===== config.mk =====
export PLATFORM = sky130hd
export DESIGN_NAME = rb_seq
export DESIGN_NICKNAME = d
export VERILOG_FILES = /design/src/rtl/rb_seq.sv
export SDC_FILE = /design/constraint.sdc
export NUM_CORES = 1
export LEC_CHECK = 0
export ABC_AREA = 1
export BUFFER_PORTS_ARGS = -buffer_cell sky130_fd_sc_hd__buf_2
export CAP_MARGIN = 20
export CORE_MARGIN = 2
export CORE_UTILIZATION = 44
export DETAILED_ROUTE_END_ITERATION = 12
export PLACE_DENSITY = 0.79
export SYNTH_ARGS = -nofsm -noshare
export SYNTH_HDL_FRONTEND = slang
export SYNTH_SLANG_ARGS = --single-unit
export TNS_END_PERCENT = 50

===== constraint.sdc =====
create_clock -name clk -period 1.8 [get_ports clk]
set_input_delay 0.36 -clock clk [delete_from_list [all_inputs] [get_ports clk]]
set_output_delay 0.36 -clock clk [all_outputs]
set_load 0.05 [all_outputs]

===== src/rtl/rb_seq.sv =====
// rtl/rb_seq.sv - command sequencer driving register bank rb (WRITE/READ/COPY/CLEAR)
// Optional RB_SEQ_INIT_CLEAR_EN: zero the whole bank after reset before the first command.
module rb_seq #(
  parameter int DW = 32,
  parameter int AW = 5
) (
  input  logic          clk,
  input  logic          rst_n,
  input  logic          cmd_valid,
  output logic          cmd_ready,
  input  logic [1:0]    cmd_op,
  input  logic [AW-1:0] cmd_a,
  input  logic [AW-1:0] cmd_b,
  input  logic [DW-1:0] cmd_data,
  output logic          rsp_valid,
  input  logic          rsp_ready,
  output logic [DW-1:0] rsp_d1,
  output logic [DW-1:0] rsp_d2,
  output logic          busy,
  output logic [AW-1:0] RR1,
  output logic [AW-1:0] RR2,
  output logic [AW-1:0] wR,
  output logic [DW-1:0] wD,
  output logic          RW,
  input  logic [DW-1:0] RD1,
  input  logic [DW-1:0] RD2
);

  typedef enum logic [2:0] {
    IDLE  = 3'd0,
    WR    = 3'd1,
    RD    = 3'd2,
    CP_RD = 3'd3,
    CP_WR = 3'd4,
    CLR   = 3'd5
  } state_t;

  localparam logic [1:0]    OP_WRITE = 2'd0;
  localparam logic [1:0]    OP_READ  = 2'd1;
  localparam logic [1:0]    OP_COPY  = 2'd2;
  localparam logic [1:0]    OP_CLEAR = 2'd3;
  localparam logic [AW-1:0] CNT_MAX  = '1;
  localparam logic [AW-1:0] CNT_ONE  = AW'(1);

  state_t        state, state_n;
  logic [AW-1:0] cnt, cnt_n;
  logic [DW-1:0] tmp, tmp_n;
  logic [AW-1:0] cp_dst, cp_dst_n;
  logic [AW-1:0] rr1_n, rr2_n, wr_n;
  logic [DW-1:0] wd_n;
  logic          rw_n;
  logic          rsp_valid_n;
  logic [DW-1:0] rsp_d1_n, rsp_d2_n;
  logic          accept;

  assign cmd_ready = (state == IDLE) && !rsp_valid;
  assign busy      = (state != IDLE);
  assign accept    = cmd_valid && cmd_ready;

  // With the init-clear build the bank sweep starts straight out of reset.
  always_ff @(posedge clk or negedge rst_n) begin
    if (!rst_n) begin
`ifdef RB_SEQ_INIT_CLEAR_EN
      state <= CLR;
`else
      state <= IDLE;
`endif
    end else begin
      state <= state_n;
    end
  end

  always_comb begin
    state_n = state;
    case (state)
      IDLE: begin
        if (accept) begin
          case (cmd_op)
            OP_WRITE: state_n = WR;
            OP_READ:  state_n = RD;
            OP_COPY:  state_n = CP_RD;
            OP_CLEAR: state_n = CLR;
            default:  state_n = IDLE;
          endcase
        end
      end
      WR:      state_n = IDLE;
      RD:      state_n = IDLE;
      CP_RD:   state_n = CP_WR;
      CP_WR:   state_n = IDLE;
      CLR:     state_n = (RW && (cnt == CNT_MAX)) ? IDLE : CLR;
      default: state_n = IDLE;
    endcase
  end

  // Next values of all registered outputs; RW is only raised for the cycle that writes.
  always_comb begin
    rw_n        = 1'b0;
    rr1_n       = RR1;
    rr2_n       = RR2;
    wr_n        = wR;
    wd_n        = wD;
    cnt_n       = cnt;
    tmp_n       = tmp;
    cp_dst_n    = cp_dst;
    rsp_valid_n = rsp_valid && !rsp_ready;
    rsp_d1_n    = rsp_d1;
    rsp_d2_n    = rsp_d2;
    case (state)
      IDLE: begin
        if (accept) begin
          case (cmd_op)
            OP_WRITE: begin
              rw_n = 1'b1;
              wr_n = cmd_a;
              wd_n = cmd_data;
            end
            OP_READ: begin
              rr1_n = cmd_a;
              rr2_n = cmd_b;
            end
            OP_COPY: begin
              rr1_n    = cmd_a;
              cp_dst_n = cmd_b;
            end
            OP_CLEAR: begin
              rw_n  = 1'b1;
              wr_n  = '0;
              wd_n  = '0;
              cnt_n = '0;
            end
            default: begin
              rw_n = 1'b0;
            end
          endcase
        end
      end
      RD: begin
        rsp_valid_n = 1'b1;
        rsp_d1_n    = RD1;
        rsp_d2_n    = RD2;
      end
      CP_RD: begin
        tmp_n = RD1;
        rw_n  = 1'b1;
        wr_n  = cp_dst;
        wd_n  = RD1;
      end
      CLR: begin
        // RW low here only on the first cycle after an init-clear reset: write cnt without advancing.
        if (!RW) begin
          rw_n = 1'b1;
          wr_n = cnt;
          wd_n = '0;
        end else if (cnt == CNT_MAX) begin
          cnt_n = '0;
        end else begin
          rw_n  = 1'b1;
          cnt_n = cnt + CNT_ONE;
          wr_n  = cnt + CNT_ONE;
          wd_n  = '0;
        end
      end
      default: begin
        rw_n = 1'b0;
      end
    endcase
  end

  always_ff @(posedge clk or negedge rst_n) begin
    if (!rst_n) begin
      RW        <= 1'b0;
      RR1       <= '0;
      RR2       <= '0;
      wR        <= '0;
      wD        <= '0;
      cnt       <= '0;
      tmp       <= '0;
      cp_dst    <= '0;
      rsp_valid <= 1'b0;
      rsp_d1    <= '0;
      rsp_d2    <= '0;
    end else begin
      RW        <= rw_n;
      RR1       <= rr1_n;
      RR2       <= rr2_n;
      wR        <= wr_n;
      wD        <= wd_n;
      cnt       <= cnt_n;
      tmp       <= tmp_n;
      cp_dst    <= cp_dst_n;
      rsp_valid <= rsp_valid_n;
      rsp_d1    <= rsp_d1_n;
      rsp_d2    <= rsp_d2_n;
    end
  end

endmodule


## Word-level counts from Yosys, hierarchy flattened

Cells that the tools add are included.

- Add/sub/neg operators: 1
- Multiply operators: 0
- Divide/modulo/power cells: 0
- Order comparisons: 0
- Equality and inequality tests: 12
- Shift operators: 0
- Muxes and demuxes: 25
- Bitwise logic cells: 0
- Reduce and logical (&&, ||, !) cells: 18

Operators with widths:

| kind | count |
|---|---|
| $mux W32 | 3 |
| $pmux W32 S3 | 1 |
| $pmux W32 S2 | 1 |
| $mux W5 | 7 |
| $pmux W5 S2 | 2 |
| $pmux W5 S3 | 1 |
| $pmux W3 S4 | 1 |
| $pmux W3 S3 | 1 |
| $reduce_and A3 Y1 | 3 |
| $reduce_and A4 Y1 | 2 |
| $eq A3 B2 Y1 const B | 2 |
| $mux W3 | 2 |
| $reduce_bool A3 Y1 | 2 |
| $add A5 B1 Y5 const B | 1 |
| $eq A5 B5 Y1 const B | 1 |
| $mux W1 | 5 |
| $eq A2 B2 Y1 const B | 2 |
| $logic_and A1 B1 Y1 | 4 |
| $ne A2 B2 Y1 const B | 2 |
| $reduce_or A2 Y1 | 2 |
| $eq A3 B3 Y1 const B | 1 |
| $logic_not A3 Y1 | 1 |
| $ne A3 B1 Y1 const B | 1 |
| $ne A3 B3 Y1 const B | 1 |
| other kinds (6) | 7 |

- Flip-flop bits (word level): 126
- Latch bits: 0
- RAM bits: 0
- Bits in read-only memories: 0
- Input bits: 112
- Output and inout bits: 115
- Logic and storage cells: 67
- Memories: 0

## Logic depth before layout (Yosys ltp)

Gate-level depths: netlist (run 1).

- Word-level depth: 5
- Depth in mapped cells: 12
- Depth with buffers taken out: 11

## Worst setup path before layout (run 1)

No wires, ideal clock.

- Kind: reg-to-reg
- Start: register state[2]
- End: register RR2[0]
- Setup time: 0.127 ns
- Data arrival time: 1.974 ns
- Data required time: 1.673 ns
- Path slack: -0.301 ns
- Cell stages (with the launch flop): 9
- Path buffers: 0
- Clock period less this slack: 2.101 ns
- Path through: dfrtp_1 -> nor2_2 -> nand2_4 -> nor2_1 -> nand2_1 -> inv_1 -> nand2_2 -> nand2_1 -> o21ai_0

- Word-level cells in the longest chain between the ends: 4

RTL lines:

| item | RTL line | RTL |
|---|---|---|
| start, declared | 45 | `state_t state, state_n;` |
| start signal, assigned | 69 | `state <= state_n;` |
| $logic_not A3 Y1 | 56 | `assign cmd_ready = (state == IDLE) && !rsp_valid;` |
| $logic_and A1 B1 Y1 | 56 |  |
| net cmd_ready | 10 | `output logic cmd_ready,` |
| $logic_and A1 B1 Y1 | 58 | `assign accept = cmd_valid && cmd_ready;` |
| $reduce_and A3 Y1 (no line) | -- |  |
| end signal, assigned | 186 | `RR2 <= rr2_n;` |
| end, declared | 21 | `output logic [AW-1:0] RR2,` |

The timed path passes the listed nets, and every way through them passes these cells.
A chain may end at the register's enable or synchronous reset.

## Worst setup path after layout (run 1)

- Start: register state[2]
- End: output cmd_ready

- Word-level cells in the longest chain between the ends: 2

RTL lines:

| item | RTL line |
|---|---|
| $logic_not A3 Y1 | 56 |
| $logic_and A1 B1 Y1 | 56 |
| end, declared | 10 |

No other way between the ends.

==> results.ini, run 1 <==
[run_status]
run_status=finished, final reports clean

[placement]
placed_area_sq_mm=0.00703
port-buffer-count=226
globalplace.congestion=0.901
dp_hpwl_um=11000

[layout]
post-route-util_pct=62.5
drive_gt1_share_pct=43.2
nets=962
synthToLayoutAreaGrowth_pct=39.7
final_cell_area_sq_mm=0.00785
layout.filler_cells=1052
antenna_cells=0

[sta]
final-max-slew-violation-count=0
worst_max_slew_margin_expressed_relative_to_the_limit_pct=70.8
finalWorstPathRequiredPeriod_ns=1.79
whs_ns=0.127
worst_slew_pin_tran_ns=0.438
clk_skew_ns=0.00604
timing.fmax_mhz=559
layout_worst_path_cycle_share_pct=99.4
final-hold-violation-count=0
setup_viol=0
unrepaired_setup_endpoints_after_global_routing=true

[die]
floorplan.die_area_sq_mm=0.0137
die-height_um=117
std_cell_rows=41
initial_core_utilization_pct=44.7
die_span_x_um=117
io_pins=227
coreArea_sq_mm=0.0126

[flow_run]
max-cap-violations=0

[logic_synthesis]
synth.cells.most_frequent=232 x sky130_fd_sc_hd__nand2_1, 126 x sky130_fd_sc_hd__dfrtp_1, 54 x sky130_fd_sc_hd__o21ai_0, 46 x sky130_fd_sc_hd__mux2_2, 40 x sky130_fd_sc_hd__inv_1
synth-seq-cells=126
syn-cell-area_sq_mm=0.00562
async_reset_ff_share_pct=100
synth_nets=713
synth_largest_type_area_fraction_pct=56.1
synth-main-ff-cell=sky130_fd_sc_hd__dfrtp_1
post_synth.cell_area_avg_sq_um=9.45
sequential_element_share_of_the_synthesized_area_pct=56.1
post-synth-top-area-cell=sky130_fd_sc_hd__dfrtp_1
count_of_flip_flops_with_a_built_in_enable_after_synthesis=0
yosys_warn_count=0
synth.top_cells.by_area=sky130_fd_sc_hd__dfrtp_1 56%, sky130_fd_sc_hd__nand2_1 15%, sky130_fd_sc_hd__mux2_2 9.2%, sky130_fd_sc_hd__o21ai_0 4.8%, sky130_fd_sc_hd__inv_1 2.7%
synth_cells=595
netlist-cell-type-count=26
most_common_cell_in_the_netlist=sky130_fd_sc_hd__nand2_1

[route]
vias_per_cell=4.82
drc=0
drt-total-wl_um=15500
num_vias=4959
dr.first_iter.drc_count=394
drt.antenna.violating_nets=0
drt_pre_antenna_iters=5
wl_per_cell_um=15.1

[setup_path]
kind_of_start_point_of_the_critical_path=flip-flop
critical_path_peak_fanout=8
cpMaxStageDelayCell=sky130_fd_sc_hd__dfrtp_2
critPathBufInv=1
timing.critical_path.arrival_ns=1.43
crit_path_frequent_cell=sky130_fd_sc_hd__nor2_4
cp_cell_instances=nor2_4 -> nand2_4 -> nor2_4 -> buf_6
top_delay_family_on_crit_path=flip-flops
cpPeakStageDelay_ns=0.45
worst_path_required_time_ns=1.44
timing.setup.critical_path_class=flip-flop to primary output
critPathCaptureType=primary output

[clock_tree]
cts-root-buf=sky130_fd_sc_hd__clkbuf_16
cts_num_sinks=126
h_tree_level_count=4
clockBufferDepth=2
clock_input_transition_at_the_sequential_cells_of_the_worst_setup_and_hold_paths_ns=0.05
numCtsBuffers=17
clk_latency_worst_skew_pair_ns=0.41
cts_tree=done

[grt]
track_usage_pct=22.1
grt_pass1_wl_um=22900
grt-ovfl-total=0
grt_pass1_vias=4627
grt_start_max_net_pins=45
antenna_found_initial=0

[worst_hold_path]
hold_path.class=input pin to flip-flop

-- per-layer routing --
metal | vias to the layer above | routed length (um) | GRT usage (%)
li1 | 2425 | - | -
met1 | 2292 | 6450 | 27.2
met2 | 217 | 7460 | 36.7
met3 | 25 | 1180 | 6.18
met4 | 0 | 403 | 9.41
met5 | - | 0 | 0
-- registers in the layout, indices dropped and copies added, names as in the netlist --
signal	flops
RW	1
cnt	5
rsp_d2	32
RR1	5
state	3
rsp_valid	1
cp_dst	5
rsp_d1	32
wR	5
wD	32
RR2	5
-- metrics by stage --
stage	setup WS, ns	std cells	TNS (ns)
CTS	-0.00210	1023	-0.00223
detailed placement	-0.0717	987	-2.15
global route	-0.0680	1029	-1.60
global placement	-0.0314	987	-0.938
floorplan	0.0622	595	0
finish	0.0102	1029	0
-- cell usage in the layout, fill, tap and decap left out --
master / n
sky130_fd_sc_hd__clkbuf_16: 20
sky130_fd_sc_hd__xor2_1: 1
sky130_fd_sc_hd__clkinvlp_4: 4
sky130_fd_sc_hd__nand3_2: 2
sky130_fd_sc_hd__nand2_8: 1
sky130_fd_sc_hd__dlygate4sd3_1: 1
sky130_fd_sc_hd__inv_2: 3
sky130_fd_sc_hd__buf_12: 7
sky130_fd_sc_hd__clkinv_2: 5
sky130_fd_sc_hd__buf_4: 16
sky130_fd_sc_hd__nand2_1: 221
sky130_fd_sc_hd__nand3_4: 1
sky130_fd_sc_hd__inv_1: 39
sky130_fd_sc_hd__o22ai_1: 18
sky130_fd_sc_hd__nor2_8: 1
sky130_fd_sc_hd__clkbuf_4: 1
sky130_fd_sc_hd__clkinv_4: 3
sky130_fd_sc_hd__nand3_1: 10
sky130_fd_sc_hd__nand4_1: 4
sky130_fd_sc_hd__mux2_2: 46
sky130_fd_sc_hd__buf_2: 223
sky130_fd_sc_hd__nor2_4: 4
sky130_fd_sc_hd__dfrtp_2: 3
sky130_fd_sc_hd__clkbuf_8: 1
sky130_fd_sc_hd__or2_2: 2
sky130_fd_sc_hd__o211ai_1: 4
sky130_fd_sc_hd__nand2_4: 6
sky130_fd_sc_hd__nand2_2: 12
sky130_fd_sc_hd__dfrtp_1: 123
sky130_fd_sc_hd__bufinv_16: 1
sky130_fd_sc_hd__o21ai_2: 1
sky130_fd_sc_hd__buf_6: 2
sky130_fd_sc_hd__nor2_1: 8
sky130_fd_sc_hd__a21oi_4: 2
sky130_fd_sc_hd__ha_1: 4
sky130_fd_sc_hd__inv_6: 1
sky130_fd_sc_hd__ha_2: 2
sky130_fd_sc_hd__o21ai_0: 54
-- cell families after synthesis --
family / Yosys count / share of synthesized area [%]
and+or+nand+nor: 270 / 19.7
DFF: 126 / 56.1
AOI/OAI and AO/OA: 79 / 7.88
buffers and inverters: 67 / 5.67
muxes: 46 / 9.21
adders and majority gates: 6 / 1.34
xor gates and xnor gates: 1 / 0.156
-- cell type report --
cell class              count  area, sq um  area share (%)
multi-input cells         404         2270            28.9
well taps                 172          215            2.74
clock buffers              18          439            5.59
flip-flops and latches    126         3160            40.2
clock inverters            14          120            1.53
inverters                  42          158            2.01
repair buffers            253         1490            19.0
-- path summary, 6_finish.rpt --
kind	slack, ns	end	cells after the start	start
min reg2reg	0.47	wD[28]	2	wD[28]
min in group asynchronous	0.46	RR2[1]	2	rst_n
max	0.01	cmd_ready	4	state[2]
min	0.13	rsp_valid	2	rsp_ready
max in group asynchronous	0.71	rsp_d2[20]	3	rst_n
max reg2reg	0.02	wD[28]	12	cnt[1]
-- what timing repair did --
| action | CTS | global route |
|---|---|---|
| resized for setup | 11 | 20 |
| pin swaps | 1 | 22 |
| cloned | 2 | 4 |
| setup buffers | 1 | 2 |
| endpoints found under the hold margin | 28 | 0 |
| endpoints found under the setup margin | 39 | 39 |
| hold buffers | 1 | 0 |
Power of run 1 is left out: the tool's default activity adds up to more than one toggle a clock period on the data nets, which glitch-free logic cannot reach.
==> inputs of run 2 (changes only) <==
--- a/config.mk
+++ b/config.mk
@@ -12,6 +12,7 @@
 export CORE_UTILIZATION = 44
 export DETAILED_ROUTE_END_ITERATION = 12
 export PLACE_DENSITY = 0.79
+export SETUP_SLACK_MARGIN = 0.5
 export SYNTH_ARGS = -nofsm -noshare
 export SYNTH_HDL_FRONTEND = slang
 export SYNTH_SLANG_ARGS = --single-unit
==> results.ini, run 2 (synthesized netlist as in run 1, its figures left out) <==
[run_status]
failing_checks=negative setup slack
run_status=finished, violations left

[route]
drt_pre_antenna_iters=5
num_vias=5824
drc=0
drt-total-wl_um=23500
wl_per_cell_um=21.8
dr.first_iter.drc_count=411
vias_per_cell=5.40
drt.antenna.violating_nets=0

[setup_path]
timing.setup.critical_path_class=flip-flop to flip-flop
worst-r2r-cell-count=12
critical_path_peak_fanout=8
r2r_start=cnt[0]
worst_r2r_endpoint=wD[7]
timing.critical_path.arrival_ns=2.12
worst_path_required_time_ns=2.11
kind_of_start_point_of_the_critical_path=flip-flop
critPathCaptureType=flip-flop
ff2ff_setup_slack_ns=-0.01

[layout]
drive_gt1_share_pct=56.9
antenna_cells=0
layout.cells.most_common_list=156 x sky130_fd_sc_hd__nand2_1, 122 x sky130_fd_sc_hd__dfrtp_1, 116 x sky130_fd_sc_hd__buf_6
nets=1012
synthToLayoutAreaGrowth_pct=77.6
final_cell_area_sq_mm=0.00999
layout.filler_cells=677
mostFrequentLayoutCell=sky130_fd_sc_hd__nand2_1
layout_top_registers=rsp_d1 x32, rsp_d2 x32, wD x32

[sta]
final-max-slew-violation-count=0
finalWorstPathRequiredPeriod_ns=1.81
final-hold-violation-count=0
unrepaired_setup_endpoints_after_global_routing=true
final.setup.worst_slack_ns=-0.0103
setup_viol=2
timing.fmax_mhz=552
worst_max_slew_margin_expressed_relative_to_the_limit_pct=66.9
clk_skew_ns=0.00698
worst_slew_pin_tran_ns=0.496
final.setup.tns_ns=-0.0104
layout_worst_path_cycle_share_pct=101

[die]
io_pins=227
coreArea_sq_mm=0.0126
die_span_x_um=117
initial_core_utilization_pct=44.7
std_cell_rows=41
die-height_um=117
floorplan.die_area_sq_mm=0.0137

[clock_tree]
cts_num_sinks=126
clk_latency_worst_skew_pair_ns=0.42
cts-root-buf=sky130_fd_sc_hd__clkbuf_16
numCtsBuffers=17
clock_input_transition_at_the_sequential_cells_of_the_worst_setup_and_hold_paths_ns=0.06
h_tree_level_count=4
cts_tree=done
clockBufferDepth=2

[grt]
grt-ovfl-total=0
track_usage_pct=24.8
globalRouteMet3Util_pct=8.19
grt_start_max_net_pins=46
use_met1_pct=28.8
use_met2_pct=42.5
antenna_found_initial=0
grt_pass1_vias=5035
grt_most_used_layer=met2
grt_pass1_wl_um=25400

[placement]
globalplace.congestion=0.806
port-buffer-count=226
dp_hpwl_um=10700
placed_area_sq_mm=0.00701

[worst_hold_path]
hold_path_depth=2
worst_hold_path.endpoint=rsp_valid
worstHoldStart=rsp_ready
hold_path.class=input pin to flip-flop

[flow_run]
max-cap-violations=0

run 2: cell count changes in the layout (fill, tap and decap cells not counted), moves of 34 or more:
cell                      change
sky130_fd_sc_hd__nand2_2     +34
sky130_fd_sc_hd__mux2_2      -46
sky130_fd_sc_hd__buf_6      +114
sky130_fd_sc_hd__buf_2      -109
sky130_fd_sc_hd__mux2_4      +46
sky130_fd_sc_hd__nand2_1     -65
run 2: worst max-delay path by stage:
stage	from	end	slack (ns)
4_1_cts	state[2]	cmd_ready	0.07
2_1_floorplan	state[0]	RR2[0]	0.17
3_3_place_gp	cnt[1]	wD[14]	0.002
5_1_grt	cnt[1]	wD[8]	-0.1
3_5_place_dp	cnt[1]	wR[1]	-0.06
6_report	cnt[0]	wD[7]	-0.01
run 2: area by class of cell:
class / instances / area, sq um / area share, %
clock buffer: 19 / 453 / 4.53
multi-input combinational: 411 / 3030 / 30.4
clock inverter: 13 / 140 / 1.40
inverter: 42 / 173 / 1.73
timing repair buffer: 296 / 2820 / 28.2
sequential: 126 / 3160 / 31.6
tap: 172 / 215 / 2.15
run 2: critical path, stage by stage (launching register included):
cell,delay (ns)
sky130_fd_sc_hd__dfrtp_1,0.35
sky130_fd_sc_hd__ha_2,0.19
sky130_fd_sc_hd__nand2_2,0.06
sky130_fd_sc_hd__nor2_2,0.11
sky130_fd_sc_hd__ha_2,0.22
sky130_fd_sc_hd__nand2_4,0.06
sky130_fd_sc_hd__nor2_4,0.12
sky130_fd_sc_hd__inv_2,0.06
sky130_fd_sc_hd__nand2_4,0.12
sky130_fd_sc_hd__nor2_4,0.08
sky130_fd_sc_hd__clkbuf_16,0.17
sky130_fd_sc_hd__nand2_1,0.08
sky130_fd_sc_hd__nand2_1,0.07
run 2: per-stage QoR:
step | hold WS [ns] | std cells | utilization (%) | worst slack, ns
floorplan | 0.0644 | 595 | - | 0.167
global placement | 0.305 | 983 | 55.8 | 0.00164
detailed placement | 0.301 | 983 | 55.8 | -0.0618
CTS | 0.106 | 1040 | 64.7 | 0.0736
global route | 0.113 | 1079 | 79.5 | -0.0981
finish | 0.117 | 1079 | 79.5 | -0.0103
run 2: per-layer routing:
layer,part of all wire [%],up-vias
met5,0,-
met4,4.3,0
met3,9.4,86
met2,51,349
met1,35,2838
li1,-,2551
run 2: repair_timing:
item                                   in CTS  in global routing
pin swaps                                   9                 47
setup buffers                              16                 21
endpoints found under the hold margin      23                  0
setup endpoints to repair                 235                238
hold buffers                                1                  0
gates cloned                                8                 18
gates resized for setup                    65                505
Power of run 2 is left out for the same reason.
==> inputs of run 3 (changes only) <==
--- a/config.mk
+++ b/config.mk
@@ -6,7 +6,7 @@
 export NUM_CORES = 1
 export LEC_CHECK = 0
 export ABC_AREA = 1
-export BUFFER_PORTS_ARGS = -buffer_cell sky130_fd_sc_hd__buf_2
+export BUFFER_PORTS_ARGS = -buffer_cell sky130_fd_sc_hd__buf_4
 export CAP_MARGIN = 20
 export CORE_MARGIN = 2
 export CORE_UTILIZATION = 44
==> results.ini, run 3 (synthesized netlist as in run 1, its figures left out) <==
[run_status]
run_status=finished, violations left
failing_checks=negative setup slack

[layout]
drive_gt1_share_pct=54.3
layout.filler_cells=698
final_standard_cell_count_with_taps_included_and_fillers_excluded=1075
multiInputGateArea_sq_mm=0.00289
layout_top_registers=rsp_d1 x32, rsp_d2 x32, wD x32
seqCellArea_sq_mm=0.00316
nets=1007
synthToLayoutAreaGrowth_pct=79.2
layout.cells.most_common_list=166 x sky130_fd_sc_hd__nand2_1, 148 x sky130_fd_sc_hd__buf_4, 122 x sky130_fd_sc_hd__dfrtp_1
mostFrequentLayoutCell=sky130_fd_sc_hd__nand2_1

[setup_path]
kind_of_start_point_of_the_critical_path=flip-flop
worst_path_required_time_ns=2.10
critical_path_peak_fanout=8
timing.setup.critical_path_class=flip-flop to flip-flop
critPathCaptureType=flip-flop
timing.critical_path.arrival_ns=2.11

[sta]
final.setup.worst_slack_ns=-0.00528
setup_viol=3
clk_skew_ns=0.00867
finalWorstPathRequiredPeriod_ns=1.81
worst_slew_pin_tran_ns=0.528
layout_worst_path_cycle_share_pct=100
unrepaired_setup_endpoints_after_global_routing=true
final.setup.tns_ns=-0.0119
final-max-slew-violation-count=0
final-hold-violation-count=0
timing.fmax_mhz=554
worst_max_slew_margin_expressed_relative_to_the_limit_pct=64.8

[power_and_ir_drop]
ir_drop_uv=1310
static-leakage-power_nw=5.21
power.density_cell_area_mw_per_mm2=2500

[route]
drt-total-wl_um=22700
wl_per_cell_um=21.1
num_vias=5737
drt.antenna.violating_nets=0
drc=0
drt_pre_antenna_iters=5
vias_per_cell=5.34
dr.first_iter.drc_count=447

[placement]
port-buffer-count=226
dp_hpwl_um=11300
pre_cts_ws_ns=-0.0347
globalplace.congestion=0.832
dpl.cell_count=982

[grt]
grt-ovfl-total=0
grt_pass1_wl_um=27200
track_usage_pct=26.5
use_met2_pct=44.7
antenna_found_initial=0
grt_pass1_vias=5210
globalRouteMet3Util_pct=6.75
grt_most_used_layer=met2
use_met1_pct=32.3
grt_start_max_net_pins=56

[clock_tree]
numCtsBuffers=17
clock_input_transition_at_the_sequential_cells_of_the_worst_setup_and_hold_paths_ns=0.06
cts-root-buf=sky130_fd_sc_hd__clkbuf_16
clockBufferDepth=2
clk_latency_worst_skew_pair_ns=0.42
h_tree_level_count=4
cts_tree=done
cts_num_sinks=126

[die]
floorplan.die_area_sq_mm=0.0137
coreArea_sq_mm=0.0126
die_span_x_um=117
std_cell_rows=41
die-height_um=117
io_pins=227
initial_core_utilization_pct=44.7

[flow_run]
max-cap-violations=0

[worst_hold_path]
hold_path.class=input pin to flip-flop

==> run 3: cell types whose count changed in the layout (fill, tap and decap cells not counted), sizes merged, moves of 2 or more <==
cell | previous run | this run
clkbuf | 34 | 20
buf | 280 | 290
bufinv | 2 | 5
clkinv | 7 | 4
nand2 | 246 | 243
clkinvlp | 4 | 6
==> run 3: metal layers <==
metal | vias to the layer above | part of all wire (%) | routed length [um]
met2 | 357 | 50 | 11300
li1 | 2520 | - | -
met4 | 0 | 3.9 | 880
met3 | 80 | 9.2 | 2070
met1 | 2780 | 37 | 8400
met5 | - | 0 | 0
==> run 3: power by group <==
group          total [W]  internal [W]  switching (W)
Sequential       0.00538       0.00421        0.00117
Clock            0.00377       0.00246        0.00132
Combinational     0.0160       0.00653        0.00947
==> run 3: stage by stage <==
step / hold WS [ns] / cell area [sq um] / power [W] / util (%)
5_1_grt: 0.0832 / 10100 / 0.0260 / 80.1
3_3_place_gp: 0.381 / 7540 / 0.0155 / 60.0
2_1_floorplan: 0.0644 / 5650 / 0.0126 / -
4_1_cts: 0.101 / 8790 / 0.0212 / 70.0
6_report: 0.101 / 10100 / 0.0251 / 80.2
3_5_place_dp: 0.381 / 7540 / 0.0157 / 60.0
==> run 3: final timing paths <==
| kind | start | endpoint | slack (ns) | cells after the start |
|---|---|---|---|---|
| worst max register to register | state[0] | rsp_d2[16] | -0.005 | 9 |
| max in group asynchronous | rst_n | state[0] | 0.81 | 3 |
| min in group asynchronous | rst_n | RR2[1] | 0.48 | 3 |
| worst min register to register | wD[26] | wD[26] | 0.47 | 2 |
| worst max-delay path | state[0] | rsp_d2[16] | -0.005 | 9 |
| worst min-delay path | rsp_ready | rsp_valid | 0.10 | 2 |
==> run 3: layout make-up <==
type,instances,area share [%]
sequential,126,31.3
antenna,1,0.0248
inverter,42,1.74
multi-input combinational,409,28.7
timing repair buffer,293,29.6
clock inverter,14,2.16
clock buffer,18,4.26
tap,172,2.14
==> run 3: worst max-delay path, cell delays in order (launching register included) <==
cell,delay (ns)
sky130_fd_sc_hd__dfrtp_2,0.43
sky130_fd_sc_hd__nor2_4,0.17
sky130_fd_sc_hd__buf_6,0.12
sky130_fd_sc_hd__buf_6,0.08
sky130_fd_sc_hd__buf_6,0.10
sky130_fd_sc_hd__nand2_8,0.08
sky130_fd_sc_hd__buf_12,0.13
sky130_fd_sc_hd__buf_12,0.12
sky130_fd_sc_hd__buf_16,0.15
sky130_fd_sc_hd__mux2_4,0.30
==> run 3: what timing repair did <==
| item | 4_1_cts | 5_1_grt |
|---|---|---|
| setup buffers | 22 | 22 |
| pin swaps | 16 | 30 |
| setup endpoints to repair | 240 | 240 |
| resized for setup | 57 | 299 |
| hold buffers | 1 | 0 |
| gates cloned | 10 | 5 |
| hold endpoints to repair | 55 | 0 |
Power figures use the tool's default switching activity.
